**config.mk**
```make
export PLATFORM = sky130hd
export DESIGN_NAME = wrr_session_arbiter
export DESIGN_NICKNAME = d
export VERILOG_FILES = /design/src/rtl/wrr_arb_pkg.sv /design/src/rtl/rr_pick.sv /design/src/rtl/wrr_session_arbiter.sv
export SDC_FILE = /design/constraint.sdc
export NUM_CORES = 1
export LEC_CHECK = 0
export ABC_CLOCK_PERIOD_IN_PS = 3800
export BUFFER_PORTS_ARGS = -buffer_cell sky130_fd_sc_hd__buf_2
export CAP_MARGIN = 20
export CELL_PAD_IN_SITES_DETAIL_PLACEMENT = 1
export CELL_PAD_IN_SITES_GLOBAL_PLACEMENT = 1
export CORE_MARGIN = 5
export CORE_UTILIZATION = 38
export CTS_CLUSTER_DIAMETER = 100
export DETAILED_ROUTE_END_ITERATION = 8
export HOLD_SLACK_MARGIN = 0.12
export PLACE_DENSITY = 0.83
export SYNTH_ARGS = -nofsm -noshare
export SYNTH_HDL_FRONTEND = slang
export SYNTH_HIERARCHICAL = 1
export SYNTH_SLANG_ARGS = --single-unit
export TNS_END_PERCENT = 50
```
**constraint.sdc**
```tcl
create_clock -name clk -period 3.8 [get_ports clk]
set_input_delay 1.14 -clock clk [delete_from_list [all_inputs] [get_ports clk]]
set_output_delay 1.14 -clock clk [all_outputs]
set_load 0.03 [all_outputs]
```
**src/rtl/wrr_arb_pkg.sv**
```systemverilog
`default_nettype none
// ============================================================================
//  Module      : wrr_arb_pkg
//  Description : Shared types and helpers for the weighted round-robin
//                session arbiter (FSM state encoding, index width helper).
//  Revision    : 1.0  initial release
// ============================================================================
package wrr_arb_pkg;

    // Arbiter ownership state: nobody holds the resource, or one owner does.
    typedef enum logic [0:0] {
        IDLE = 1'b0,
        BUSY = 1'b1
    } arb_state_t;

    // Width of an index into n requesters, never narrower than one bit.
    function automatic int idx_width(input int n);
        return (n > 2) ? $clog2(n) : 1;
    endfunction

endpackage
`default_nettype wire

```
**src/rtl/rr_pick.sv**
```systemverilog
`default_nettype none
// ============================================================================
//  Module      : rr_pick
//  Description : Combinational rotating-priority selector. Returns the first
//                set request found when scanning upward from ptr, wrapping
//                modulo N_REQ, as one-hot, index and any-valid.
//  Revision    : 1.0  initial release
// ============================================================================
module rr_pick
    import wrr_arb_pkg::*;
#(
    parameter int N_REQ = 4,
    parameter int IDX_W = idx_width(N_REQ)
)(
    input  logic [N_REQ-1:0] req,
    input  logic [IDX_W-1:0] ptr,
    output logic [N_REQ-1:0] onehot,
    output logic [IDX_W-1:0] idx,
    output logic             valid
);

    // Scan N_REQ positions starting at ptr; the first hit wins.
    always_comb begin
        int k;
        onehot = '0;
        idx    = '0;
        valid  = 1'b0;
        k      = 0;
        for (int i = 0; i < N_REQ; i++) begin
            k = int'(ptr) + i;
            if (k >= N_REQ) begin
                k = k - N_REQ;
            end
            if (!valid && req[k]) begin
                valid     = 1'b1;
                onehot[k] = 1'b1;
                idx       = IDX_W'(k);
            end
        end
    end

endmodule
`default_nettype wire

```
**src/rtl/wrr_session_arbiter.sv**
```systemverilog
`default_nettype none
// ============================================================================
//  Module      : wrr_session_arbiter
//  Description : Weighted round-robin arbiter granting exclusive multi-cycle
//                sessions to one of N_REQ requesters. An owner keeps the
//                grant for up to max(weight,1) consecutive sessions while it
//                keeps requesting, then priority rotates past it.
//                Optional feature macro: WRR_ARB_TIMEOUT_EN -- when defined,
//                a session counter forces a release after TIMEOUT_CYCLES.
//  Revision    : 1.0  initial release
// ============================================================================
module wrr_session_arbiter
    import wrr_arb_pkg::*;
#(
    parameter int N_REQ          = 4,
    parameter int WEIGHT_W       = 3,
    parameter int TIMEOUT_CYCLES = 64
)(
    input  logic                      clk,
    input  logic                      rst,
    input  logic [N_REQ-1:0]          req,
    input  logic [N_REQ*WEIGHT_W-1:0] weights,
    input  logic                      session_is_finished,
    output logic [N_REQ-1:0]          grant,
    output logic                      grant_valid,
    output logic [$clog2(N_REQ)-1:0]  grant_id,
    output logic                      timeout
);

    localparam int C_IDX_W = idx_width(N_REQ);

    // Elaboration-time guard on the parameter ranges this block supports.
    generate
        if (N_REQ < 2 || N_REQ > 16) begin : g_bad_n_req
            $error("wrr_session_arbiter: N_REQ must be in 2..16");
        end
        if (TIMEOUT_CYCLES < 2) begin : g_bad_timeout
            $error("wrr_session_arbiter: TIMEOUT_CYCLES must be >= 2");
        end
    endgenerate

    arb_state_t          r_state;
    logic [C_IDX_W-1:0]  r_ptr;
    logic [WEIGHT_W-1:0] r_credit;

    logic [WEIGHT_W-1:0] w_credit_dec;
    logic                w_finish;
    logic                w_keep;
    logic                w_force;
    logic                w_rotate;
    logic [C_IDX_W-1:0]  w_next_ptr;
    logic [C_IDX_W-1:0]  w_arb_ptr;
    logic [N_REQ-1:0]    w_others;
    logic [N_REQ-1:0]    w_elig;
    logic [N_REQ-1:0]    w_pick_oh;
    logic [C_IDX_W-1:0]  w_pick_idx;
    logic                w_pick_valid;
    logic [WEIGHT_W-1:0] w_pick_weight;
    logic [WEIGHT_W-1:0] w_load_credit;

    // A finish only means something while a session is open.
    assign w_finish     = (r_state == BUSY) && session_is_finished;
    assign w_credit_dec = r_credit - WEIGHT_W'(1);

    // Owner keeps the grant if it still has credit and still wants it.
    assign w_keep   = w_finish && (w_credit_dec != '0) && req[grant_id];
    assign w_rotate = (w_finish && !w_keep) || w_force;

    // Priority moves one past the current owner, wrapping at N_REQ-1.
    assign w_next_ptr = (grant_id == C_IDX_W'(N_REQ - 1)) ? '0
                                                          : grant_id + C_IDX_W'(1);
    assign w_arb_ptr  = (r_state == BUSY) ? w_next_ptr : r_ptr;

    // The outgoing owner competes again only when nobody else is asking.
    // In IDLE the grant is zero, so this reduces to plain req.
    assign w_others = req & ~grant;
    assign w_elig   = (w_others != '0) ? w_others : req;

    rr_pick #(
        .N_REQ (N_REQ),
        .IDX_W (C_IDX_W)
    ) u_pick (
        .req    (w_elig),
        .ptr    (w_arb_ptr),
        .onehot (w_pick_oh),
        .idx    (w_pick_idx),
        .valid  (w_pick_valid)
    );

    // Weight of the candidate winner; zero is promoted to one.
    assign w_pick_weight = weights[int'(w_pick_idx)*WEIGHT_W +: WEIGHT_W];
    assign w_load_credit = (w_pick_weight == '0) ? WEIGHT_W'(1) : w_pick_weight;

    // Ownership FSM: grant load, credit-based re-grant and rotation.
    always_ff @(posedge clk or posedge rst) begin
        if (rst) begin
            r_state     <= IDLE;
            r_ptr       <= '0;
            r_credit    <= '0;
            grant       <= '0;
            grant_valid <= 1'b0;
            grant_id    <= '0;
        end else begin
            case (r_state)
                IDLE: begin
                    if (w_pick_valid) begin
                        r_state     <= BUSY;
                        grant       <= w_pick_oh;
                        grant_valid <= 1'b1;
                        grant_id    <= w_pick_idx;
                        r_credit    <= w_load_credit;
                    end
                end
                BUSY: begin
                    if (w_keep) begin
                        r_credit <= w_credit_dec;
                    end else if (w_rotate) begin
                        r_ptr <= w_next_ptr;
                        if (w_pick_valid) begin
                            grant       <= w_pick_oh;
                            grant_valid <= 1'b1;
                            grant_id    <= w_pick_idx;
                            r_credit    <= w_load_credit;
                        end else begin
                            r_state     <= IDLE;
                            grant       <= '0;
                            grant_valid <= 1'b0;
                            grant_id    <= '0;
                            r_credit    <= '0;
                        end
                    end
                end
                default: begin
                    r_state <= IDLE;
                end
            endcase
        end
    end

`ifdef WRR_ARB_TIMEOUT_EN
    localparam int C_CNT_W = $clog2(TIMEOUT_CYCLES);

    logic [C_CNT_W-1:0] r_sess_cnt;

    // Force a release once the session has lasted TIMEOUT_CYCLES without a
    // finish; a finish on the same edge takes precedence.
    assign w_force = (r_state == BUSY) && !session_is_finished &&
                     (r_sess_cnt == C_CNT_W'(TIMEOUT_CYCLES - 1));

    // Session length counter and the one-cycle forced-release pulse.
    always_ff @(posedge clk or posedge rst) begin
        if (rst) begin
            r_sess_cnt <= '0;
            timeout    <= 1'b0;
        end else begin
            timeout <= w_force;
            if ((r_state != BUSY) || w_keep || w_rotate) begin
                r_sess_cnt <= '0;
            end else begin
                r_sess_cnt <= r_sess_cnt + C_CNT_W'(1);
            end
        end
    end
`else
    // Sessions are unbounded: no forced release ever happens.
    assign w_force = 1'b0;
    assign timeout = 1'b0;
`endif

endmodule
`default_nettype wire
```
After elaboration in Yosys (flattened, before gate mapping). Cells that the tools add are included.

Input port bits: 19. Output and inout bits: 8. Register bits after elaboration: 13. Word-level logic and storage cells: 128.

Magnitude comparators: 13. $mul: 1. Muxes and demuxes: 65. Bitwise operators: 7. Shift-type cells: 1. Reduce and logical (&&, ||, !) cells: 21. Add/sub/neg operators: 9. Equal/unequal tests: 5.

Operators with widths (number): 32-bit by 1-bit >= comparator with 1-bit output, second input constant (4); 32-bit by 4-bit less-than comparator with 1-bit output, second input constant (4); 32-bit two-way mux (4); 32-bit by 4-bit >= comparator with 1-bit output, second input constant (3); 32-bit by 4-bit subtractor with 32-bit output, second input constant (3); 4-bit two-way mux (9); 1-bit two-way mux (23); 2-bit two-way mux (10); 3-bit two-way mux (5); 4-bit bitwise OR (3); 12-bit by 5-bit variable part select with 3-bit output (1); 1-bit logical AND (11); 1-bit binary-select mux with 2-bit select (5); 1-bit demux with 2-bit select (4); 4-bit one-hot mux with 2 select lines (1); 2-bit by 2-bit adder with 3-bit output, second input constant (2); 3-bit one-hot mux with 2 select lines (1); 3-bit AND reduction (2); 4-bit AND (1); 1-bit zero test (4); 2-bit by 2-bit multiplier with 4-bit output, second input constant (1); 2-bit by 1-bit inequality test with 1-bit output, second input constant (2); 4-bit NOT (1); 1-bit one-hot mux with 2 select lines (2); other kinds (15) (16).

Depth between registers and ports, before layout.
Word-level depth: 26. Mapped depth: 13. Mapped depth without buffers: 11.

Modules after synthesis. Netlist, hierarchy kept.

By module, submodules not included: wrr_session_arbiter (sequential area each 325.3 µm², area each 849.6 µm², times used 1, cells each 76); rr_pick (sequential area each 0.0 µm², area each 460.4 µm², times used 1, cells each 48).

Least setup slack after synthesis. No wires, ideal clock.

Kind: input to register. Start point: in req[2]. End point: reg r_credit[0]. Stages: 10. Slack: -353 ps. Required time: 3674 ps. Path buffers: 1. Arrival time: 4027 ps. Library setup time: 126 ps. Cells stage by stage: a222oi_1 -> o21ai_0 -> a21boi_0 -> mux4_2 -> buf_6 -> a21oi_1 -> o31ai_1 -> mux4_2 -> o21bai_1 -> a221o_1.

Longest elaborated chain between the ends: 24. Elaborated cells between the ends (all ways): 46. Classes of those cells: mul (1); eq/ne (2); shift (1); mux (29); bitwise (1); reduce/logical (12).

Ends and longest elaborated chain: from (decl) (RTL line wrr_session_arbiter.sv:21) `input logic [N_REQ-1:0] req,`; 4-bit AND (RTL line wrr_session_arbiter.sv:76) `assign w_others = req & ~grant;`; 4-bit nonzero test (RTL line wrr_session_arbiter.sv:77) `assign w_elig = (w_others != '0) ? w_others : req;`; 4-bit two-way mux * (RTL line wrr_session_arbiter.sv:77); net w_elig[2] (RTL line wrr_session_arbiter.sv:54) `logic [N_REQ-1:0] w_elig;`; 1-bit binary-select mux with 2-bit select (RTL line rr_pick.sv:34) `if (!valid && req[k]) begin`; 1-bit two-way mux (not written as such) (2 in a row) (RTL line rr_pick.sv:34); 1-bit two-way mux (RTL line rr_pick.sv:34); 1-bit zero test (RTL line rr_pick.sv:34); (+8 left out); net w_pick_idx[0] (RTL line wrr_session_arbiter.sv:56) `logic [C_IDX_W-1:0] w_pick_idx;`; 2-bit by 2-bit multiplier with 4-bit output * (RTL line wrr_session_arbiter.sv:91) `assign w_pick_weight = weights[int'(w_pick_idx)*WEIGHT_W +: WEIGHT_W];`; 12-bit by 5-bit variable part select with 3-bit output * (RTL line wrr_session_arbiter.sv:91); 3-bit zero test (RTL line wrr_session_arbiter.sv:92) `assign w_load_credit = (w_pick_weight == '0) ? WEIGHT_W'(1) : w_pick_weight;`; 3-bit two-way mux * (RTL line wrr_session_arbiter.sv:92); 3-bit two-way mux (RTL line wrr_session_arbiter.sv:119) `if (w_pick_valid) begin`; 3-bit two-way mux (RTL line wrr_session_arbiter.sv:117) `end else if (w_rotate) begin`; 3-bit two-way mux (RTL line wrr_session_arbiter.sv:115) `if (w_keep) begin`; 3-bit one-hot mux with 2 select lines * (RTL line wrr_session_arbiter.sv:104) `case (r_state)`; to (signal assigned) (RTL line wrr_session_arbiter.sv:111) `r_credit <= w_load_credit;`; to (signal assigned) (RTL line wrr_session_arbiter.sv:116) `r_credit <= w_credit_dec;`; to (signal assigned) (RTL line wrr_session_arbiter.sv:123) `r_credit <= w_load_credit;`; to (decl) (RTL line wrr_session_arbiter.sv:44) `logic [WEIGHT_W-1:0] r_credit;`.

Mark *: on every way through the listed nets, which the timed path passes. The rest lies on a longest branch. The select of a mux whose other input is x is not followed. A chain may end at the register's enable or synchronous reset.

Final worst setup path. Ends and elaborated chain as after synthesis.

==> key figures <==
Synth
  • Commonest register cell after synthesis: sky130_fd_sc_hd__dfrtp_1
  • Average instance area after synthesis: 10.56 µm²
  • Ranking of synthesized cells by instance count: 15 x sky130_fd_sc_hd__inv_1, 13 x sky130_fd_sc_hd__dfrtp_1, 11 x sky130_fd_sc_hd__ha_1, 8 x sky130_fd_sc_hd__a22oi_1, 8 x sky130_fd_sc_hd__nor2_1
  • Count of unique library cells instantiated by Yosys: 40
  • Number of enable-type register cells in the synthesized netlist: 0
  • Portion of the post-synthesis area used by sequential elements: 24.83%
  • Warnings, synthesis: 6
  • Top cells by area in the synthesized netlist: sky130_fd_sc_hd__dfrtp_1 25%, sky130_fd_sc_hd__ha_1 11%, sky130_fd_sc_hd__mux4_2 8.6%
  • Top cell type's share of synthesized area: 24.83%
  • Post-synth net total: 154
  • Synth Register Bits: 13
  • Cell type with the largest total area after synthesis: sky130_fd_sc_hd__dfrtp_1
  • Cells after Synth: 124
  • Post-synthesis instance area: 0.001310 mm²
  • Count leader, synth: sky130_fd_sc_hd__inv_1
  • Ys async rst share: 100.0%

Worst hold path
  • End point of the most critical hold path: grant_valid
  • Start point of the worst min-delay path: grant_valid
  • Worst hold path cell count: 1
  • Tightest Hold Check Type: flip-flop to flip-flop

Routing
  • # DRC: 0
  • Via-to-Cell Ratio: 5.581
  • Average routed wire per standard cell: 18.77 µm
  • Final antenna-violating net count: 0
  • 1st-pass router iterations: 4
  • Count of routing violations after the opening detailed-route iteration: 44
  • Vias post-DR: 1239
  • Detailed-route wire length: 4166 µm

Final layout
  • Multi-input logic area: 970.9 µm²
  • Share of layout cells above drive strength 1: 50.00%
  • Sequential cell area: 326.6 µm²
  • Fill count: 388
  • Number of diodes: 0
  • Cell area after layout: 0.001784 mm²
  • Relative area change from synthesis to final layout: 36.20%
  • Final layout net count: 207

STA
  • Total count of hold-check failures in the final report: 0
  • Count of final setup violators: 1
  • Final critical-path setup slack: -0.02349 ns
  • Measured slew at the worst slew-check pin: 0.5072 ns
  • Post-layout minimum cycle time: 3.823 ns
  • Worst Clk Skew: 0.005661 ns
  • Sum Neg Setup Slack: -0.02349 ns
  • Number of max-slew violations in the final report: 0
  • Relative slew slack: 66.15%
  • Crit share post-route: 100.6%
  • Achievable frequency: 261.5 MHz

Worst setup path
  • Highest net fanout along the worst path: 4
  • Worst path required time: 3.97 ns
  • Worst reg2reg path depth: 14
  • Critical setup path kind: input pin to flip-flop
  • Worst r2r src: grant[2]
  • Critical path data arrival time: 3.99 ns
  • Minimum setup slack among reg-to-reg paths: 0.31 ns
  • Kind of capture point of the worst setup path: flip-flop
  • Worst reg2reg path endpoint: r_credit[0]
  • Crit start category: input pin

Floorplan
  • Total die area: 0.004722 mm²
  • Core Box Area: 0.003337 mm²
  • Starting utilization of the core area: 39.26%
  • Site Rows: 21
  • Width of the die: 68.72 µm
  • Top-Level Pins: 27
  • Vertical die dimension: 68.72 µm

Global routing
  • Global-route wire length before repair: 6410 µm
  • Maximum number of pins on one net before global-route repair: 14
  • Number of global-route vias before repair: 1290
  • Number of antenna violations at the first check in global routing: 0
  • Total Routing Usage GR: 18.18%
  • Global route overflow: 0

CTS
  • Max Buffers Root-to-Sink: 2
  • Number of buffers added by the clock tree synthesis step: 3
  • Count of clock tree sinks: 13
  • CTS tree: yes
  • Master cell of the clock root buffer: sky130_fd_sc_hd__clkbuf_4
  • CTS clock-pin slew for the worst setup and hold paths: 0.08 ns
  • H-tree levels: 1
  • Clock Latency Late Sink: 0.28 ns

Place
  • Final HPWL DP: 3154 µm
  • Area after DPL: 0.001604 mm²
  • Count of buffers from port buffering: 25
  • Weighted congestion at the end of routability-driven global placement: 0.8634

Pwr
  • VDD IR max: 442.4 µV
  • Pwr/cell area: 1149 mW/mm²
  • Leakage power summed over all cells: 0.8510 nW
  • Overall power: 2.051 mW

Flow run
  • Max-cap violations: 0

Outcome
  • Result of the run: complete, but fails checks
  • Failing checks: setup timing
==> flip-flops by register name, summed over array words and instances, names as in the netlist <==
| register | count |
|---|---|
| grant_valid | 1 |
| r_credit | 3 |
| grant_id | 2 |
| r_ptr | 2 |
| r_state | 1 |
| grant | 4 |
==> worst max path at each step <==
stage          startpoint           to  slack (ns)  depth (start not counted)
2_1_floorplan      req[2]  r_credit[0]        0.04                         11
3_3_place_gp       req[2]  r_credit[0]       -0.12                         11
3_5_place_dp       req[2]  r_credit[0]       -0.32                         11
4_1_cts            req[2]  r_credit[0]       -0.01                         11
5_1_grt            req[2]  r_credit[0]       -0.11                         14
6_report           req[2]  r_credit[0]       -0.02                         14
==> logic make-up (layout without fill, tap and decap cells) <==
| group | Yosys count | count (layout) | share of synthesized area, % |
|---|---|---|---|
| XOR/XNOR | 1 | 1 | 0.6687 |
| AO/OA/AOI/OAI | 38 | 38 | 24.07 |
| flip-flops | 13 | 13 | 24.83 |
| multiplexers | 16 | 16 | 21.20 |
| buffers and inverters | 20 | 72 | 7.449 |
| adder cells (fa/ha/maj) | 11 | 11 | 10.51 |
| other | 1 | 1 | 0.2863 |
| AND/OR/NAND/NOR | 24 | 24 | 10.98 |
==> per-stage QoR <==
stage                     hold WS [ns]  setup slack [ns]  std cells  utilization (%)
after floorplan                 0.4767           0.04286        124                -
after global placement          0.4578           -0.1223        206            48.07
after detailed placement        0.4684           -0.3175        206            48.07
after CTS                       0.4877          -0.01101        218            51.03
after global routing            0.5068           -0.1121        222            53.47
final                           0.4825          -0.02349        222            53.47
==> layout by cell type (no fill, tap or decap), types with 3 or more instances in the layout <==
master and n:
sky130_fd_sc_hd__buf_4 27, sky130_fd_sc_hd__buf_2 24, sky130_fd_sc_hd__inv_1 14, sky130_fd_sc_hd__dfrtp_1 12, sky130_fd_sc_hd__ha_1 11, sky130_fd_sc_hd__a22oi_1 8, sky130_fd_sc_hd__mux4_2 7, sky130_fd_sc_hd__nor2_1 7
sky130_fd_sc_hd__a22o_1 6, sky130_fd_sc_hd__mux2_2 5, sky130_fd_sc_hd__nand2_1 4, sky130_fd_sc_hd__o21ai_0 4, sky130_fd_sc_hd__mux2i_1 3, sky130_fd_sc_hd__nand2b_1 3, sky130_fd_sc_hd__a21boi_4 3, sky130_fd_sc_hd__clkbuf_4 3
==> timing repair <==
| action | in CTS | in global routing |
|---|---|---|
| setup buffers | 8 | 5 |
| pin swaps | 8 | 8 |
| gates cloned | 0 | 0 |
| resized for setup | 7 | 11 |
| hold buffers | 0 | 0 |
| endpoints found under the setup margin | 1 | 9 |
==> final cells by class <==
type / instances / area share, %
inverter: 15 / 3.156
clock inverter: 1 / 0.2805
tap: 46 / 3.226
sequential: 13 / 18.30
multi-input combinational: 91 / 54.42
clock buffer: 3 / 1.262
timing repair buffer: 53 / 19.35
==> power breakdown <==
group | leakage [nW] | switching (mW) | internal [mW]
sequential | 0.157 | 0.0600 | 0.194
clock | 0.0177 | 0.0477 | 0.0391
combinational | 0.676 | 0.856 | 0.855
==> worst max-delay path, stage by stage <==
cell                       delay, ns
sky130_fd_sc_hd__buf_6          0.09
sky130_fd_sc_hd__a222oi_1       0.39
sky130_fd_sc_hd__buf_4          0.22
sky130_fd_sc_hd__o21ai_4        0.10
sky130_fd_sc_hd__a21boi_4       0.18
sky130_fd_sc_hd__buf_4          0.14
sky130_fd_sc_hd__mux4_2         0.29
sky130_fd_sc_hd__buf_4          0.14
sky130_fd_sc_hd__nor4b_4        0.20
sky130_fd_sc_hd__nor2_1         0.07
sky130_fd_sc_hd__a32o_2         0.27
sky130_fd_sc_hd__mux4_2         0.30
sky130_fd_sc_hd__o21bai_1       0.17
sky130_fd_sc_hd__a221o_1        0.29
==> metal layers <==
layer  up-vias  part of all wire [%]  track usage (%)
li1        576                     -                -
met1       627                    41            21.89
met2        27                    54            33.61
met5         -                     0                0
met4         0                   2.5            7.056
met3         9                   3.0           0.9724
Note: power is estimated with default switching activity, not from simulation.
